File: config.mk
export PLATFORM = sky130hd
export DESIGN_NAME = pipelined_write_assembler
export DESIGN_NICKNAME = d
export VERILOG_FILES = /design/src/rtl/pipelined_write_assembler.sv
export SDC_FILE = /design/constraint.sdc
export NUM_CORES = 1
export LEC_CHECK = 0
export CORE_ASPECT_RATIO = 0.9
export CORE_MARGIN = 2
export CORE_UTILIZATION = 34
export CTS_BUF_LIST = sky130_fd_sc_hd__clkbuf_2 sky130_fd_sc_hd__clkbuf_4 sky130_fd_sc_hd__clkbuf_8
export CTS_CLUSTER_DIAMETER = 150
export DETAILED_ROUTE_END_ITERATION = 7
export HOLD_SLACK_MARGIN = 0.15
export PLACE_DENSITY_LB_ADDON = 0.08
export SYNTH_ARGS = -nofsm -noshare
export SYNTH_HDL_FRONTEND = slang
export SYNTH_SLANG_ARGS = --single-unit
File: constraint.sdc
create_clock -name clk -period 2.6 [get_ports clk]
set_input_delay 0.52 -clock clk [delete_from_list [all_inputs] [get_ports clk]]
set_output_delay 0.52 -clock clk [all_outputs]
set_load 0.05 [all_outputs]
File: src/rtl/pipelined_write_assembler.sv
// Reassembles a pipelined write stream (command cycle + 1..MAX_WR_CYCLES data cycles)
// into one wide write on a valid/ready output, with write-done pulses and error reporting.
module pipelined_write_assembler #(
  parameter int unsigned WR_WIDTH      = 8,
  parameter int unsigned MAX_WR_CYCLES = 4,
  parameter int unsigned CNT_W         = 16,
  localparam int unsigned NCW          = $clog2(MAX_WR_CYCLES),
  localparam int unsigned OUT_W        = MAX_WR_CYCLES * WR_WIDTH
) (
  input  logic             clk,
  input  logic             rst_n,
  input  logic             cmd_val,
  input  logic [NCW-1:0]   cmd_num_cycles,
  input  logic [1:0]       cmd_write_type,
  input  logic [1:0]       dat_cycle_type,
  input  logic [WR_WIDTH-1:0] dat,
  output logic             out_vld,
  input  logic             out_rdy,
  output logic [OUT_W-1:0] out_dat,
  output logic [NCW:0]     out_num_cycles,
  output logic [1:0]       out_write_type,
  output logic             wdone_cycle,
  output logic             wdone_xact,
  output logic             err,
  output logic [2:0]       err_code,
  output logic [CNT_W-1:0] xact_cnt
);

  localparam logic S_IDLE    = 1'b0;
  localparam logic S_COLLECT = 1'b1;

  localparam logic [1:0] WT_STD    = 2'd0;
  localparam logic [1:0] WT_MULTI  = 2'd1;
  localparam logic [1:0] WT_SINGLE = 2'd2;
  localparam logic [1:0] WT_RSVD   = 2'd3;

  localparam logic [1:0] CT_VALID = 2'd1;
  localparam logic [1:0] CT_DONE  = 2'd2;
  localparam logic [1:0] CT_RSVD  = 2'd3;

  localparam logic [2:0] ERR_NONE     = 3'd0;
  localparam logic [2:0] ERR_ORPHAN   = 3'd1;
  localparam logic [2:0] ERR_CMD_BUSY = 3'd2;
  localparam logic [2:0] ERR_SHORT    = 3'd3;
  localparam logic [2:0] ERR_LONG     = 3'd4;
  localparam logic [2:0] ERR_OVERFLOW = 3'd5;
  localparam logic [2:0] ERR_BAD_TYPE = 3'd6;

  localparam logic [NCW:0] MAX_N = (NCW+1)'(MAX_WR_CYCLES);

  logic             state, state_nxt;
  logic [NCW:0]     tgt_n, tgt_nxt;
  logic [1:0]       wtype, wtype_nxt;
  logic [NCW:0]     cnt, cnt_nxt;
  logic [OUT_W-1:0] asm_buf, asm_nxt, asm_ins;
  logic [NCW:0]     cmd_tgt;
  logic             cnt_last;
  logic             drain;
  logic             stored;
  logic             complete;
  logic             out_vld_nxt;
  logic [OUT_W-1:0] out_dat_nxt;
  logic [NCW:0]     out_nc_nxt;
  logic [1:0]       out_wt_nxt;
  logic [2:0]       err_code_nxt;

  assign drain    = out_vld && out_rdy;
  assign cnt_last = (cnt == tgt_n - (NCW+1)'(1));

  // Target length of an incoming command; 0 (and anything out of range) means full depth
  always_comb begin
    cmd_tgt = (NCW+1)'(cmd_num_cycles);
    if ((cmd_num_cycles == '0) || ((NCW+1)'(cmd_num_cycles) > MAX_N)) begin
      cmd_tgt = MAX_N;
    end
  end

  // Assembly buffer with the current data cycle dropped into slot cnt
  always_comb begin
    asm_ins = asm_buf;
    for (int unsigned i = 0; i < MAX_WR_CYCLES; i++) begin
      if (cnt == (NCW+1)'(i)) begin
        asm_ins[i*WR_WIDTH +: WR_WIDTH] = dat;
      end
    end
  end

  // Next-state, assembly and error decode
  always_comb begin
    state_nxt    = state;
    tgt_nxt      = tgt_n;
    wtype_nxt    = wtype;
    cnt_nxt      = cnt;
    asm_nxt      = asm_buf;
    out_vld_nxt  = out_vld;
    out_dat_nxt  = out_dat;
    out_nc_nxt   = out_num_cycles;
    out_wt_nxt   = out_write_type;
    err_code_nxt = ERR_NONE;
    stored       = 1'b0;
    complete     = 1'b0;

    if (cmd_val) begin
      // A command always (re)starts collection; an in-flight write is abandoned
      state_nxt = S_COLLECT;
      tgt_nxt   = cmd_tgt;
      wtype_nxt = (cmd_write_type == WT_RSVD) ? WT_STD : cmd_write_type;
      cnt_nxt   = '0;
      asm_nxt   = '0;
      if (state == S_COLLECT) begin
        err_code_nxt = ERR_CMD_BUSY;
      end else if (cmd_write_type == WT_RSVD) begin
        err_code_nxt = ERR_BAD_TYPE;
      end
    end else if (state == S_IDLE) begin
      if ((dat_cycle_type == CT_VALID) || (dat_cycle_type == CT_DONE)) begin
        err_code_nxt = ERR_ORPHAN;
      end
    end else begin
      case (dat_cycle_type)
        CT_VALID: begin
          if (!cnt_last) begin
            asm_nxt = asm_ins;
            cnt_nxt = cnt + (NCW+1)'(1);
            stored  = 1'b1;
          end else begin
            err_code_nxt = ERR_LONG;
            state_nxt    = S_IDLE;
          end
        end
        CT_DONE: begin
          if (cnt_last) begin
            stored   = 1'b1;
            complete = 1'b1;
          end else begin
            err_code_nxt = ERR_SHORT;
          end
          state_nxt = S_IDLE;
        end
        CT_RSVD: err_code_nxt = ERR_BAD_TYPE;
        default: ;
      endcase
    end

    // Holding register: reload when empty or draining this cycle, otherwise drop the new write
    if (complete) begin
      if (!out_vld || drain) begin
        out_vld_nxt = 1'b1;
        out_dat_nxt = asm_ins;
        out_nc_nxt  = tgt_n;
        out_wt_nxt  = wtype;
      end else begin
        err_code_nxt = ERR_OVERFLOW;
      end
    end else if (drain) begin
      out_vld_nxt = 1'b0;
    end
  end

  always_ff @(posedge clk or negedge rst_n) begin
    if (!rst_n) begin
      state          <= S_IDLE;
      tgt_n          <= '0;
      wtype          <= WT_STD;
      cnt            <= '0;
      asm_buf        <= '0;
      out_vld        <= 1'b0;
      out_dat        <= '0;
      out_num_cycles <= '0;
      out_write_type <= WT_STD;
      wdone_cycle    <= 1'b0;
      wdone_xact     <= 1'b0;
      err            <= 1'b0;
      err_code       <= ERR_NONE;
      xact_cnt       <= '0;
    end else begin
      state          <= state_nxt;
      tgt_n          <= tgt_nxt;
      wtype          <= wtype_nxt;
      cnt            <= cnt_nxt;
      asm_buf        <= asm_nxt;
      out_vld        <= out_vld_nxt;
      out_dat        <= out_dat_nxt;
      out_num_cycles <= out_nc_nxt;
      out_write_type <= out_wt_nxt;
      wdone_cycle    <= stored && (wtype == WT_MULTI);
      wdone_xact     <= drain && (out_write_type == WT_SINGLE);
      err            <= (err_code_nxt != ERR_NONE);
      err_code       <= err_code_nxt;
      xact_cnt       <= xact_cnt + CNT_W'(drain);
    end
  end

endmodule

* After elaboration in Yosys (flattened, before gate mapping)
Index checks and enable logic that the tools add are counted.
Storage, ports and cells: bits in registers 101, word-level logic and storage cells 84, input port bits 18
Operators by class: order comparisons 1, reduce and logical (&&, ||, !) cells 16, add/subtract/negate cells 3, muxes and demuxes 38, equality and inequality tests 12
Operators with widths (count):
- 2-to-1 mux 32 bit | 4
- 2-to-1 mux 3 bit | 12
- 2-to-1 mux 8 bit | 4
- adder 16 x 1 -> 16 bit | 1
- 2-to-1 mux 1 bit | 13
- case mux 3 bit (3 select lines) | 1
- equality test 2 bit, second input constant | 4
- equality test 3 x 2 -> 1 bit, second input constant | 2
- nonzero test 2 bit | 3
- equality test 2 x 1 -> 1 bit, second input constant | 2
- 2-to-1 mux 2 bit | 2
- case mux 1 bit (2 select lines) | 2
- AND reduction 2 bit | 2
- adder 3 x 1 -> 3 bit, second input constant | 1
- equality test 3 x 1 -> 1 bit, second input constant | 1
- equality test 3 bit | 1
- greater-than comparator 2 x 3 -> 1 bit, second input constant | 1
- logical AND 1 bit | 3
- zero test 3 bit | 1
- logical OR 1 bit | 3
- AND reduction 3 bit | 1
- nonzero test 3 bit | 1
- subtractor 3 x 1 -> 3 bit, second input constant | 1
- zero test 2 bit | 1
- other kinds (3) | 3

* Depth between registers and ports, before layout
Gate-level depths: netlist of the first run.
depth in word-level cells 9, mapped depth 7, depth with buffers taken out 7

* Worst setup path before layout of the first run
OpenSTA, ideal clock, no wires.
path kind register to register, start reg tgt_n[0], end reg out_dat[10], buffers on the path 1, data arrival time 2.316 ns, setup time 0.127 ns, stages on the path, launching flop included 8, slack 0.157 ns, cell sequence dfrtp_1 > inv_1 > ha_1 > xor2_2 > nand3_4 > nor3_4 > buf_6 > mux2_1
Between the ends: longest elaborated chain between the ends 7
Ends and longest elaborated chain:
- start: declaration | RTL line 52 | logic [NCW:0] tgt_n, tgt_nxt;
- start signal: assignment | RTL line 178 | tgt_n <= tgt_nxt;
- subtractor 3 x 1 -> 3 bit | RTL line 68 | assign cnt_last = (cnt == tgt_n - (NCW+1)'(1));
- equality test 3 bit | RTL line 68
- 2-to-1 mux 1 bit | RTL line 132 | if (cnt_last) begin
- 2-to-1 mux 1 bit | RTL line 120 | case (dat_cycle_type)
- 2-to-1 mux 1 bit | RTL line 115 | end else if (state == S_IDLE) begin
- 2-to-1 mux 1 bit | RTL line 103 | if (cmd_val) begin
- AND reduction 2 bit (no line)
- end signal: assignment | RTL line 183 | out_dat <= out_dat_nxt;
- end: declaration | RTL line 19 | output logic [OUT_W-1:0] out_dat,
No other way between the ends. A chain may end at the register's enable or synchronous reset.

* Worst setup path after layout of the first run
start reg tgt_n[0], end reg asm_buf[8]
Between the ends: longest elaborated chain between the ends 4
Ends and longest elaborated chain:
- subtractor 3 x 1 -> 3 bit | RTL line 68
- equality test 3 bit | RTL line 68
- inequality test 2 bit (no line)
- AND reduction 3 bit (no line)
- end signal: assignment | RTL line 181 | asm_buf <= asm_nxt;
- end: declaration | RTL line 55 | logic [OUT_W-1:0] asm_buf, asm_nxt, asm_ins;
No other way between the ends.

==> results of run 1 <==
## through the flow
| stage | instance area (sq um) | setup WS [ns] |
|---|---|---|
| after CTS | 6030 | 0.348 |
| after detailed placement | 5810 | 0.132 |
| after global routing | 6030 | 0.226 |
| after floorplan | 4720 | 0.157 |
| final | 6030 | 0.360 |
| after global placement | 5810 | 0.187 |
## sequential cells by signal, summed over array words and instances (netlist names), 2 cells and up
| name | cells |
|---|---|
| out_num_cycles | 3 |
| out_dat | 32 |
| out_write_type | 2 |
| tgt_n | 3 |
| wtype | 2 |
| asm_buf | 32 |
| err_code | 3 |
| cnt | 3 |
| xact_cnt | 16 |
## final timing paths
path / end
max in group asynchronous: out_dat[18]$_DFFE_PN0P_
worst max register to register: asm_buf[8]$_DFFE_PN0P_
worst min-delay path: wdone_cycle$_DFF_PN0_
min in group asynchronous: err_code[2]$_DFF_PN0_
worst min register to register: wdone_cycle$_DFF_PN0_
worst max-delay path: asm_buf[8]$_DFFE_PN0P_
## area by class of cell
type / instances / share of cell area [%]
Sequential cell: 101 / 41.9
Multi-Input combinational cell: 241 / 34.6
Timing Repair Buffer: 96 / 15.8
Tap cell: 168 / 3.48
Clock buffer: 11 / 2.30
Clock inverter: 5 / 1.24
Inverter: 12 / 0.747
## synthesized netlist by cell type, types with 3 or more instances
cell,number,area [sq um]
and3_1,3,18.8
nand2b_1,5,31.3
nand2_1,12,45.0
mux2_1,30,338
ha_1,12,150
xor2_1,4,35.0
mux2_2,39,439
nand4_1,4,25.0
mux2i_1,33,330
nor3_1,3,15.0
a21oi_1,4,20.0
xnor2_1,11,96.3
nor2_1,42,158
o21ai_0,4,20.0
nand3_1,6,30.0
dfrtp_1,101,2530
buf_1,4,15.0
a311oi_4,3,78.8
clkbuf_1,5,18.8
inv_1,12,45.0
buf_6,3,33.8
## worst reg2reg max path: stages, from the launching register on
cell and delay (ns):
dfrtp_1 0.42, inv_1 0.08, ha_1 0.21, xnor3_2 0.41, buf_4 0.20, a311oi_4 0.28
buf_4 0.25, mux2i_1 0.21, nor2_1 0.06
## where the power goes
group / switching [W] / internal, W / leakage [nW] / total, W
clock network: 0.000544 / 0.000560 / 0.114 / 0.00110
logic: 0.000638 / 0.000371 / 1.25 / 0.00101
registers: 0.0000784 / 0.00169 / 1.38 / 0.00177
## kinds of logic after synthesis
family | count (synthesis) | share of synthesized area [%]
xor gates and xnor gates | 18 | 3.97
and+or+nand+nor | 86 | 8.90
AOI/OAI and AO/OA | 23 | 4.63
muxes | 102 | 23.4
adders and majority gates | 12 | 3.18
buffers and inverters | 24 | 2.38
DFF | 101 | 53.5
## timing repair
item / CTS / global route
hold endpoints to repair: 5 / 0
hold buffers: 1 / 0
resized for setup: 0 / 0
## layer usage
metal,vias to the layer above,global-route usage [%]
li1,1461,-
met1,1525,21.5
met2,48,23.3
met3,11,3.65
met4,0,4.91
met5,-,0
==> flow_summary.json, run 1 <==
{
  "cp_data_arrival_time_ns": 2.49,
  "grt_pass1_vias": 3183,
  "synth_edf_count": 0,
  "finalWirelength_microns": 10300,
  "totalNegativeSetupSlack_ns": 0,
  "cp_top_family": "buffers and inverters",
  "clock_path_buffers": 2,
  "crit_fanout": 8,
  "ys.warnings.count": 0,
  "antennaDiodeCount": 0,
  "cts-root-buf": "clkbuf_8",
  "layout-drive-gt1-share_pct": 17.8,
  "fin_cells": 634,
  "hp-class": "flop to flop",
  "num_vias": 3045,
  "worst-path-stages": 8,
  "syn_inst": 366,
  "dp_hpwl_microns": 7110,
  "critical-path-slowest-cell": "dfrtp_1",
  "top_layer_used": "met4",
  "status": "completed",
  "die_h_microns": 116,
  "clk_pin_slew_ns": 0.09,
  "period_minus_slack_ns": 2.24,
  "cp_common_cell": "buf_4",
  "synth_area_sq_um": 4720,
  "max_stage_delay_ns": 0.42,
  "fin_util_pct": 44.8,
  "syn_area_per_cell_sq_um": 12.9,
  "final_cell_mix": "101 x dfrtp_1, 76 x clkdlybuf4s50_1, 42 x nor2_1",
  "holdWs_ns": 0.469,
  "drv_slew": 0,
  "synth_seq_area_share_pct": 53.5,
  "path_class": "flop to flop",
  "multi_input_area_sq_um": 2080,
  "syn_nets": 396,
  "path_buf_inv": 3,
  "grt_setup_unrepaired": "false",
  "met3WireLength_microns": 352,
  "cp.required_ns": 2.85,
  "drc": 0,
  "holdPathStages": 1,
  "ys.flop_type": "dfrtp_1",
  "ys_types": 42,
  "place_congestion": 0.707,
  "final-seq-area_sq_um": 2530,
  "grt_use_total_pct": 15.3,
  "vias_per_cell": 4.80,
  "min_from": "wtype[1]$_DFFE_PN0P_",
  "final_common_cell": "dfrtp_1",
  "tightest_slew_ns": 0.637,
  "h-tree-depth": 3,
  "hold_viol": 0,
  "powerDensity_nw_per_um2": 644,
  "finalCritPeriodShare_pct": 86.1,
  "rr_worst_depth": 8,
  "ant_nets": 0,
  "numCtsBuffers": 9,
  "nFillCells": 1251,
  "r2r_start": "tgt_n[0]$_DFFE_PN0P_",
  "grt_pass1_wl_microns": 17400,
  "first_pass_iters": 4,
  "routed-wl-met2_microns": 4700,
  "drv_cap": 0,
  "ios": 78,
  "cts_setup_buffers": 0,
  "p_leak_nw": 2.74,
  "core_sq_um": 13500,
  "port-buffer-count": 77,
  "drt-met1-wl_microns": 5140,
  "final_nets": 491,
  "crit_path_end_kind": "flop",
  "antenna_found_initial": 0,
  "crit_chain": "inv_1 > ha_1 > xnor3_2 > buf_4 > a311oi_4 > buf_4 > mux2i_1 > nor2_1",
  "clock_skew_ns": 0.0112,
  "die-width_microns": 128,
  "p_total_w": 0.00388,
  "die_area_sq_um": 14900,
  "drt_iter0_markers": 150,
  "cts.sinks": 101,
  "worstSkewPairLatency_ns": 0.38,
  "wire_per_inst_microns": 16.3,
  "start_kind": "flop",
  "syn2layout_area_growth_pct": 27.7,
  "rrSetupSlack_ns": 0.36,
  "max_freq_mhz": 446,
  "gr-total-overflow": 0,
  "vdd_ir_drop_max_uv": 324,
  "place_inst": 617,
  "synthArstFlopShare_pct": 100,
  "initial_core_util_pct": 35.1,
  "grt_start_max_net_pins": 56,
  "synth-seq-cells": 101,
  "slew_headroom_pct": 57.5,
  "rows": 40,
  "tritoncts": "built",
  "setup_viol": 0,
  "startpoint": "tgt_n[0]$_DFFE_PN0P_"
}
(Power assumes the default switching activity.)
==> run 2, diff against run 1 <==
- CORE_UTILIZATION: 34 -> 50
==> run 2 against run 1 <==
  * Critical path depth decreased by 1
  * Register-to-register slack got worse by 0.099 ns
  * Combinational power about the same
  * Flip-flop and latch count unchanged
  * Fmax decreased by 4.2%
  * Wire length decreased by 8.2%
  * Non-clock buffer count decreased by 2
==> flow_summary.json, run 2 (synthesis results as in run 1) <==
{
  "status": "completed",
  "postLayoutCellArea_sq_um": 5950,
  "preCtsSetupSlack_ns": 0.129,
  "ant_nets": 0,
  "crit_fanout": 13,
  "reg.largest.list": "asm_buf: 32 flops, out_dat: 32 flops, xact_cnt: 16 flops",
  "period_minus_slack_ns": 2.34,
  "hold_end": "wdone_cycle$_DFF_PN0_",
  "cts_resized": 0,
  "crit_path_end_kind": "flop",
  "h-tree-depth": 3,
  "nFillCells": 740,
  "drt_iter0_markers": 101,
  "start_kind": "flop",
  "hold_viol": 0,
  "port-buffer-count": 77,
  "die_h_microns": 96.2,
  "cp.required_ns": 2.85,
  "antennaDiodeCount": 0,
  "place_area_sq_um": 5720,
  "layout-drive-gt1-share_pct": 17.3,
  "final_common_cell": "dfrtp_1",
  "tightest_slew_ns": 0.561,
  "drc": 0,
  "clock_skew_ns": 0.0161,
  "hp-class": "flop to flop",
  "die_area_sq_um": 10200,
  "holdPathStages": 1,
  "antenna_found_initial": 0,
  "p_leak_nw": 2.72,
  "place_inst": 569,
  "dp_hpwl_microns": 6730,
  "finalWirelength_microns": 9480,
  "clk_pin_slew_ns": 0.09,
  "gr-total-overflow": 0,
  "powerDensity_nw_per_um2": 645,
  "grt_start_max_net_pins": 47,
  "rr_worst_depth": 7,
  "ios": 78,
  "final_cell_mix": "101 x dfrtp_1, 76 x clkdlybuf4s50_1, 42 x nor2_1",
  "wire_per_inst_microns": 16.2,
  "cts_setup_buffers": 0,
  "first_pass_iters": 4,
  "critical-path-slowest-cell": "xnor3_2",
  "grt_setup_unrepaired": "false",
  "grt_use_total_pct": 20.0,
  "finalCritPeriodShare_pct": 90.0,
  "layout_setup_ws_ns": 0.261,
  "totalNegativeSetupSlack_ns": 0,
  "numCtsBuffers": 9,
  "worstSkewPairLatency_ns": 0.36,
  "r2r-end": "out_dat[3]$_DFFE_PN0P_",
  "path_buf_inv": 2,
  "grt_pass1_vias": 3160,
  "r2r_start": "tgt_n[0]$_DFFE_PN0P_",
  "drv_cap": 0,
  "initial_core_util_pct": 51.5,
  "crit_chain": "inv_1 > ha_1 > xnor3_2 > nand3_4 > nor3_4 > buf_4 > mux2_2",
  "core_sq_um": 9170,
  "vias_per_cell": 5.22,
  "drv_slew": 0,
  "min_from": "wtype[1]$_DFFE_PN0P_",
  "cp_top_family": "XOR/XNOR gates",
  "grt_pass1_wl_microns": 15700,
  "cts-root-buf": "clkbuf_8",
  "syn2layout_area_growth_pct": 25.8,
  "slew_headroom_pct": 62.5,
  "vdd_ir_drop_max_uv": 408,
  "die-width_microns": 106,
  "fin_cells": 585,
  "setup_viol": 0,
  "final_nets": 489,
  "clock_path_buffers": 2,
  "rrSetupSlack_ns": 0.26,
  "cts.sinks": 101,
  "num_vias": 3052,
  "rows": 33,
  "hold_buffers": 1,
  "tritoncts": "built",
  "path_class": "flop to flop",
  "max_stage_delay_ns": 0.47,
  "startpoint": "tgt_n[0]$_DFFE_PN0P_",
  "max_freq_mhz": 428,
  "cp_data_arrival_time_ns": 2.59,
  "place_congestion": 0.758
}
-- run 2: final cells by class --
type                    count  area (sq um)  share of cell area (%)
flip-flops and latches    101          2530                    42.5
clock buffers              11           139                    2.34
inverters                  12          45.0                   0.758
well taps                 122           153                    2.57
clock inverters             4          73.8                    1.24
repair buffers             94           923                    15.5
multi-input cells         241          2080                    35.1
-- run 2: worst register-to-register path, stage by stage, from the launching register on --
cell,delay [ns]
dfrtp_1,0.41
inv_1,0.07
ha_1,0.21
xnor3_2,0.47
nand3_4,0.17
nor3_4,0.26
buf_4,0.27
mux2_2,0.37
-- run 2: power by group --
part / total, W / internal, W / switching [W]
clock: 0.00106 / 0.000559 / 0.000505
sequential: 0.00177 / 0.00169 / 0.0000772
combinational: 0.00100 / 0.000365 / 0.000638
-- run 2: how the worst max path moves through the flow --
stage,depth (start not counted),to
6_report,7,out_dat[3]$_DFFE_PN0P_
5_1_grt,7,out_dat[31]$_DFFE_PN0P_
4_1_cts,7,out_dat[3]$_DFFE_PN0P_
3_3_place_gp,8,asm_buf[11]$_DFFE_PN0P_
2_1_floorplan,7,out_dat[10]$_DFFE_PN0P_
3_5_place_dp,8,asm_buf[14]$_DFFE_PN0P_
-- run 2: metal layers --
metal	GRT usage [%]	vias up	part of all wire (%)
met5	0	-	0
met2	34.6	45	49
met1	25.9	1539	46
li1	-	1458	-
met4	5.30	0	1.4
met3	4.47	10	3.0
-- run 2: stage by stage --
stage	hold WS, ns	total power [W]	util [%]
3_5_place_dp	0.449	0.00281	62.4
2_1_floorplan	0.224	0.00243	-
6_report	0.473	0.00384	64.9
5_1_grt	0.506	0.00399	64.9
4_1_cts	0.471	0.00388	64.9
3_3_place_gp	0.447	0.00279	62.4
==> run 3, diff against run 2 <==
- PLACE_DENSITY_LB_ADDON: 0.08 -> 0.1
==> run 3 against run 2 <==
  * First-iteration DRC count up 4.0%
  * Register-to-register slack is essentially flat
  * Critical path depth unchanged
  * Critical endpoint is now out_num_cycles[1]$_DFFE_PN0P_
  * Highest routed layer unchanged
==> flow_summary.json, run 3 (synthesis results as in run 1) <==
{
  "slew_headroom_pct": 60.4,
  "drt_iter0_markers": 105,
  "min_from": "xact_cnt[15]$_DFF_PN0_",
  "vdd_ir_drop_max_uv": 323,
  "cts_resized": 0,
  "layout-drive-gt1-share_pct": 17.1,
  "clock_path_buffers": 2,
  "crit_path_end_kind": "flop",
  "tritoncts": "built",
  "setup_viol": 0,
  "p_clk_share_pct": 27.3,
  "ios": 78,
  "grt_start_max_net_pins": 69,
  "h-tree-depth": 3,
  "hold_viol": 0,
  "die-width_microns": 106,
  "startpoint": "tgt_n[0]$_DFFE_PN0P_",
  "drv_cap": 0,
  "grt_use_total_pct": 18.7,
  "cts.sinks": 101,
  "vias_per_cell": 5.23,
  "finalCritPeriodShare_pct": 89.7,
  "die_area_sq_um": 10200,
  "status": "completed",
  "p_sw_share_pct": 33.0,
  "p_sw_w": 0.00125,
  "tightest_slew_ns": 0.594,
  "place_congestion": 0.879,
  "layout_setup_ws_ns": 0.268,
  "ant_nets": 0,
  "num_vias": 3054,
  "final_cell_mix": "101 x dfrtp_1, 76 x clkdlybuf4s50_1, 42 x nor2_1",
  "port-buffer-count": 77,
  "crit_fanout": 13,
  "first_pass_iters": 4,
  "cp_data_arrival_time_ns": 2.58,
  "power_frac_comb_pct": 26.2,
  "fin_util_pct": 64.7,
  "final_common_cell": "dfrtp_1",
  "p_leak_nw": 2.71,
  "r2r_start": "tgt_n[0]$_DFFE_PN0P_",
  "syn2layout_area_growth_pct": 25.5,
  "path_class": "flop to flop",
  "clock_skew_ns": 0.0204,
  "wire_per_inst_microns": 15.5,
  "reg.largest.list": "asm_buf: 32 flops, out_dat: 32 flops, xact_cnt: 16 flops",
  "totalNegativeSetupSlack_ns": 0,
  "antenna_found_initial": 0,
  "place_inst": 567,
  "drc": 0,
  "core_sq_um": 9170,
  "hp-class": "flop to flop",
  "finalWirelength_microns": 9060,
  "rr_worst_depth": 7,
  "start_kind": "flop",
  "grt_pass1_wl_microns": 14900,
  "final_nets": 487,
  "drv_slew": 0,
  "worstSkewPairLatency_ns": 0.36,
  "cts-root-buf": "clkbuf_8",
  "internal_power_w": 0.00254,
  "powerDensity_nw_per_um2": 640,
  "gr-total-overflow": 0,
  "max_freq_mhz": 429,
  "rows": 33,
  "holdPathStages": 1,
  "antennaDiodeCount": 0,
  "holdWs_ns": 0.488,
  "preCtsSetupSlack_ns": 0.141,
  "pwr-share-seq_pct": 46.5,
  "grt_pass1_vias": 3036,
  "initial_core_util_pct": 51.5,
  "grt_setup_unrepaired": "false",
  "fin_cells": 584,
  "die_h_microns": 96.2,
  "dp_hpwl_microns": 6370,
  "period_minus_slack_ns": 2.33,
  "numCtsBuffers": 9,
  "cp.required_ns": 2.85,
  "clk_pin_slew_ns": 0.10
}
## run 3: per-stage QoR
stage | total power (W) | cell area (sq um)
after detailed placement | 0.00280 | 5710
after floorplan | 0.00243 | 4720
after CTS | 0.00385 | 5930
after global routing | 0.00397 | 5930
after global placement | 0.00279 | 5710
final | 0.00380 | 5930
## run 3: layout make-up
type,instances,area [sq um]
fill,759,3240
sequential,101,2530
multi-input combinational,241,2080
timing repair buffer,92,908
tap,122,153
clock buffer,10,138
clock inverter,6,75.1
inverter,12,45.0
## run 3: path summary, 6_finish.rpt
check | endpoint | slack, ns
max | out_num_cycles[1]$_DFFE_PN0P_ | 0.27
min | xact_cnt[15]$_DFF_PN0_ | 0.49
max reg2reg | out_num_cycles[1]$_DFFE_PN0P_ | 0.27
min reg2reg | xact_cnt[15]$_DFF_PN0_ | 0.49
max in group asynchronous | asm_buf[6]$_DFFE_PN0P_ | 1.25
min in group asynchronous | xact_cnt[5]$_DFF_PN0_ | 0.64
## run 3: worst max-delay path, stage by stage, from the launching register on
cell	delay (ns)
dfrtp_1	0.42
inv_1	0.07
ha_1	0.22
xnor3_2	0.48
nand3_4	0.16
nor3_4	0.26
buf_4	0.26
mux2_2	0.35
## run 3: power groups by stage
stage / clock [W] / combinational (W) / sequential, W
final: 0.00104 / 0.000996 / 0.00176
after global routing: 0.00113 / 0.00105 / 0.00179
after CTS: 0.00107 / 0.00101 / 0.00177
after detailed placement: 0 / 0.00100 / 0.00180
after global placement: 0 / 0.000993 / 0.00179
after floorplan: 0 / 0.000279 / 0.00215
## run 3: metal layers
metal  wire length, microns  track usage, %  share of wire, %
met1                   4370            25.9                48
met2                   4250            30.2                47
met3                    323            3.66               3.6
met4                    113            6.06               1.2
met5                      0               0                 0
## run 3: timing repair
action	4_1_cts	5_1_grt
hold buffers	1	0
setup buffers	0	0
hold endpoints to repair	33	0
setup endpoints to repair	0	0
